--- src/rtl/flag_unit.sv ---
// Processor status flag register: computes N/Z/C/V from ALU results under a
// per-bit write mask, with direct load and a small save/restore stack.
module flag_unit #(
  parameter int WIDTH       = 16,
  parameter int STACK_DEPTH = 4
) (
  input  logic                           clk,
  input  logic                           rst_n,
  input  logic                           alu_valid,
  input  logic [1:0]                     alu_op,
  input  logic [WIDTH-1:0]               op_a,
  input  logic [WIDTH-1:0]               op_b,
  input  logic [WIDTH-1:0]               alu_result,
  input  logic                           carry_out,
  input  logic [3:0]                     flag_mask,
  input  logic                           flags_load,
  input  logic [3:0]                     flags_din,
  input  logic                           push,
  input  logic                           pop,
  output logic [3:0]                     flags,
  output logic                           flags_updated,
  output logic [$clog2(STACK_DEPTH):0]   stack_level,
  output logic                           stack_err
);

  localparam int AW = $clog2(STACK_DEPTH);
  localparam logic [AW:0] FULL_LEVEL = (AW+1)'(STACK_DEPTH);

  logic [3:0]  flags_q, flags_d;
  logic        upd_q, upd_d;
  logic        err_q, err_d;
  logic [AW:0] level_q, level_d;
  logic [3:0]  stack_q [STACK_DEPTH];
  logic [3:0]  stack_d [STACK_DEPTH];

  logic        a_msb, b_msb, r_msb;
  logic        cy, ovf;
  logic [3:0]  alu_flags, alu_masked;
  logic        alu_wr;
  logic        push_ok, pop_ok;
  logic        full, empty;
  logic [AW:0] level_m1;

  always_comb begin
    a_msb = op_a[WIDTH-1];
    b_msb = op_b[WIDTH-1];
    r_msb = alu_result[WIDTH-1];
    cy    = carry_out;
    ovf   = 1'b0;
    case (alu_op)
      2'b00:   ovf = (a_msb == b_msb) && (r_msb != a_msb);
      2'b01:   ovf = (a_msb != b_msb) && (r_msb != a_msb);
      2'b10:   cy  = 1'b0;
      default: ovf = 1'b0;
    endcase
    alu_flags  = {r_msb, (alu_result == '0), cy, ovf};
    alu_masked = (flag_mask & alu_flags) | (~flag_mask & flags_q);
    alu_wr     = alu_valid && (flag_mask != 4'b0000);
  end

  // Simultaneous push and pop cancel each other; only the error is reported.
  always_comb begin
    full     = (level_q == FULL_LEVEL);
    empty    = (level_q == '0);
    level_m1 = level_q - 1'b1;
    push_ok  = push && !pop && !full;
    pop_ok   = pop && !push && !empty;
    err_d    = (push && pop) || (push && !pop && full) || (pop && !push && empty);

    level_d = level_q;
    if (push_ok) level_d = level_q + 1'b1;
    else if (pop_ok) level_d = level_m1;

    stack_d = stack_q;
    if (push_ok) stack_d[level_q[AW-1:0]] = flags_q;

    flags_d = flags_q;
    upd_d   = 1'b1;
    if (pop_ok) flags_d = stack_q[level_m1[AW-1:0]];
    else if (flags_load) flags_d = flags_din;
    else if (alu_wr) flags_d = alu_masked;
    else upd_d = 1'b0;
  end

  always_ff @(posedge clk) begin
    if (!rst_n) begin
      flags_q <= '0;
      upd_q   <= 1'b0;
      err_q   <= 1'b0;
      level_q <= '0;
    end else begin
      flags_q <= flags_d;
      upd_q   <= upd_d;
      err_q   <= err_d;
      level_q <= level_d;
    end
  end

  // Stack contents need no reset; occupancy alone defines validity.
  always_ff @(posedge clk) begin
    stack_q <= stack_d;
  end

  assign flags         = flags_q;
  assign flags_updated = upd_q;
  assign stack_level   = level_q;
  assign stack_err     = err_q;

endmodule

--- config.mk ---
export PLATFORM = sky130hd
export DESIGN_NAME = flag_unit
export DESIGN_NICKNAME = d
export VERILOG_FILES = /design/src/rtl/flag_unit.sv
export SDC_FILE = /design/constraint.sdc
export NUM_CORES = 1
export LEC_CHECK = 0
export ABC_AREA = 1
export CORE_UTILIZATION = 25
export DETAILED_ROUTE_END_ITERATION = 8
export GPL_ROUTABILITY_DRIVEN = 0
export SLEW_MARGIN = 20
export SYNTH_ARGS = -nofsm -noshare
export SYNTH_HDL_FRONTEND = slang
export SYNTH_SLANG_ARGS = --single-unit
--- constraint.sdc ---
create_clock -name clk -period 2.2 [get_ports clk]
set_clock_uncertainty 0.15 [all_clocks]
set_input_delay 0.44 -clock clk [delete_from_list [all_inputs] [get_ports clk]]
set_output_delay 0.44 -clock clk [all_outputs]
set_load 0.02 [all_outputs]
==> results by group, run 1 <==
Status
  • Result of the run: finished, final reports clean

Placement
  • Post-DP HPWL: 2.25 mm
  • Number of port buffers: between 40 and 50
  • Dpl cells: 274

Synth
  • Number of distinct library cell variants in the gate-level netlist after synthesis: 24
  • Simple-gate portion of the synthesized area: 24.3%
  • Synthesized-area fraction occupied by xor and xnor cells: 2.64%
  • Combinational family with the most area after synthesis: simple AND/OR/NAND/NOR gates
  • Sequential-to-total area share from yosys stat: 49.7%
  • Number of warnings issued by yosys: 0
  • Average size of a mapped cell: 8.36 sq um
  • Mapped Nets: 229
  • Arithmetic-cell share of the synthesized area counting full adders, half adders and majority gates: under 10%
  • Synthesis-stage register bit count: 25
  • Multiplexer share of the synthesized area: 0%
  • Synthesized area: ~1300 sq um
  • Synth Area in Compound Gates: between 10% and 20%
  • Count of mapped cells out of synthesis: 159

Critical path
  • Slowest cell on the critical path: clkdlybuf4s50_1
  • Crit path from: stack_level[0]
  • Max Fanout on Critical Path: 13
  • RR Startpoint: stack_level[1]
  • Setup Crit Path Kind: reg -> out
  • Reg2reg setup slack: 350 ps
  • Highest cell delay on the worst timing path: 620 ps
  • Sequence of cells on the critical path: buf_4 -> clkdlybuf4s50_1
  • CP Data Arrival Time: 1430 ps
  • CP endpoint kind: primary output
  • Critical Path Source Type: flop
  • Critical path data required time: around 1600 ps

Clock tree
  • Root cell of the clock tree: clkbuf_8
  • Setup repair bufs after CTS: 0
  • Total of cells resized after clock tree synthesis: 0
  • CTS clk-pin slew, worst paths: 90 ps
  • CTS sink cnt: 25
  • Maximum level of the CTS H-tree: 1
  • Hold Buf Count CTS: 0
  • TritonCTS clock tree: built
  • Latest clock arrival within the worst-skew pair: 260 ps
  • Number of buffers created by CTS: 3
  • Max Buffers Root-to-Sink: 2

Timing
  • Unrepaired setup endpoints after global routing: no
  • Post-route minimum period: 2020 ps
  • Total negative setup slack: 0 ps
  • Part of the cycle the worst path needs: 91.6%
  • Max-slew headroom at the worst pin: roughly three quarters
  • Pin slew with the least headroom to its limit: 356 ps
  • Number of pins with negative max-slew slack in the final report: 0
  • Setup violations, final: 0
  • Fmax: 496 MHz
  • Number of hold violations in the final report: 0

Power and ir drop
  • Switching Share: 33.9%
  • Internal Pwr Total: 0.935 mW
  • P per Cell Area: around 740 nW/um^2
  • Clock share of power: 18.9%
  • Relative contribution of combinational cells to total power: 38.4%
  • Pleak: approximately 0.75 nW
  • Total power consumption of the routed design: 1.41 mW
  • Sequential cell fraction of total power: between 40% and 50%
  • Peak supply drop: 0.000235 V
  • Switching power: 0.480 mW

Layout
  • Antenna Cells: 0
  • Share of layout cells above drive strength 1: 8.17%
  • Layout Cells excl Fill: 278
  • Post-layout net count: about 280
  • P&R area growth vs syn: 44.0%

Die
  • Number of rows in the core area: 26
  • Die boundary width: 74.9 um
  • Chip Height: 74.9 um
  • Die Footprint: 5610 sq um
  • Top-Level Pins: 74
  • Area of the core region: 5110 sq um
  • Starting density of the core: 26.0%

Global route
  • Antenna violations before repair: 0
  • Via count of the first global-routing pass: between 1000 and 1500
  • Global-route congestion overflow total: 0
  • Wire length of the first global-routing pass: 4.66 mm
  • Global-route usage over all layers: 11.2%
  • Largest net degree at the start of global routing: 16

Routing
  • Total Wirelength: 2.82 mm
  • Detail Route met2 WL: 1.35 mm
  • Uppermost routed layer: met4
  • Total vias in the final route: between 1000 and 1500
  • Routed wire length on met3: 170 um
  • DRC Markers: 0
  • Initial DRC count: 25
  • Via density per instance: ~4.1
  • Total iterations of the first detailed-routing run: 4
  • Remaining number of nets flagged by the antenna check after routing: 0
  • Per-cell routed wire length: about 10 um
  • Met1 Routed Length: 1.26 mm

Worst hold path
  • Beginning of the worst hold path: stack_level[1]
  • Class of the tightest hold or removal check: reg -> reg

Run
  • Reported max-cap violation count: 0
## cell usage in the layout, fill, tap and decap left out, types with 5 or more instances in the layout
| cell | n |
|---|---|
| clkdlybuf4s50_1 | 43 |
| nor2_1 | 32 |
| nand2_1 | 32 |
| inv_1 | 16 |
| edfxtp_1 | 16 |
| a21oi_1 | 10 |
| o21ai_0 | 10 |
| dfxtp_1 | 9 |
| nand3_1 | 6 |
| ha_1 | 5 |
## synth_stat cells
library cell	number	area share, %
a211oi_1	1	0.57
a21oi_1	10	3.8
a21oi_2	2	1.3
a21oi_4	1	1.2
buf_2	1	0.38
clkinv_1	1	0.28
dfxtp_1	9	14
edfxtp_1	16	36
ha_1	5	4.7
inv_1	16	4.5
inv_2	2	0.57
nand2_1	32	9.0
nand2_2	2	0.94
nand2_4	1	0.85
nand3_1	6	2.3
nand3_4	1	1.3
nor2_1	32	9.0
nor2_2	1	0.47
nor3_1	1	0.38
o211ai_1	2	1.1
o21ai_0	10	3.8
o21ai_1	3	1.1
xnor2_1	3	2.0
xor2_1	1	0.66
## per-stage QoR
step                util, %  worst slack (ps)  hold slack, ps  cell area [sq um]
floorplan                 -              94.4             425               1330
global placement       36.5               142             377               1860
detailed placement     36.5               134             385               1860
CTS                    37.5               167             397               1910
global route           37.5               120             415               1910
finish                 37.5               185             385               1910
## power by group through the flow
stage | sequential, mW | clock [mW] | combinational, mW
final | 0.604 | 0.268 | 0.543
after global routing | 0.614 | 0.296 | 0.602
after CTS | 0.606 | 0.274 | 0.552
after detailed placement | 0.617 | 0 | 0.550
after global placement | 0.616 | 0 | 0.546
after floorplan | 0.645 | 0 | 0.292
## worst max-delay path: cells and delay by family (launching register included)
family                 cells  cell delay (ps)
buffers and inverters      2              820
DFF                        1              340
## per-layer routing
| metal | vias up | GRT usage (%) |
|---|---|---|
| met5 | - | 0 |
| li1 | 616 | - |
| met1 | 476 | 13.7 |
| met2 | 40 | 19.2 |
| met4 | 0 | 5.03 |
| met3 | 2 | 2.01 |
## kinds of logic after synthesis
kind of cell | after synthesis
AOI/OAI and AO/OA | 29
xor gates and xnor gates | 4
adders and majority gates | 5
buffers and inverters | 20
DFF | 25
and+or+nand+nor | 76
## worst paths after layout
check,end,cells past startpoint
min,stack_level[1],2
max reg2reg,stack_q[0],5
max,stack_level[0],2
min reg2reg,stack_level[1],2
## final cells by class
type,count,area (sq um)
clock inverter,1,7.51
inverter,19,71.3
fill,542,3190
clock buffer,3,41.3
sequential,25,661
tap,70,87.6
multi-input combinational,114,592
timing repair buffer,46,453
Note: power is estimated with default switching activity, not from simulation.
==> run 2: changes to the inputs <==
--- a/config.mk
+++ b/config.mk
@@ -13,3 +13,4 @@
 export SYNTH_ARGS = -nofsm -noshare
 export SYNTH_HDL_FRONTEND = slang
 export SYNTH_SLANG_ARGS = --single-unit
+export TNS_END_PERCENT = 30
==> results of run 2 <==
Final layout, timing and power as in run 1 (identical DEF).
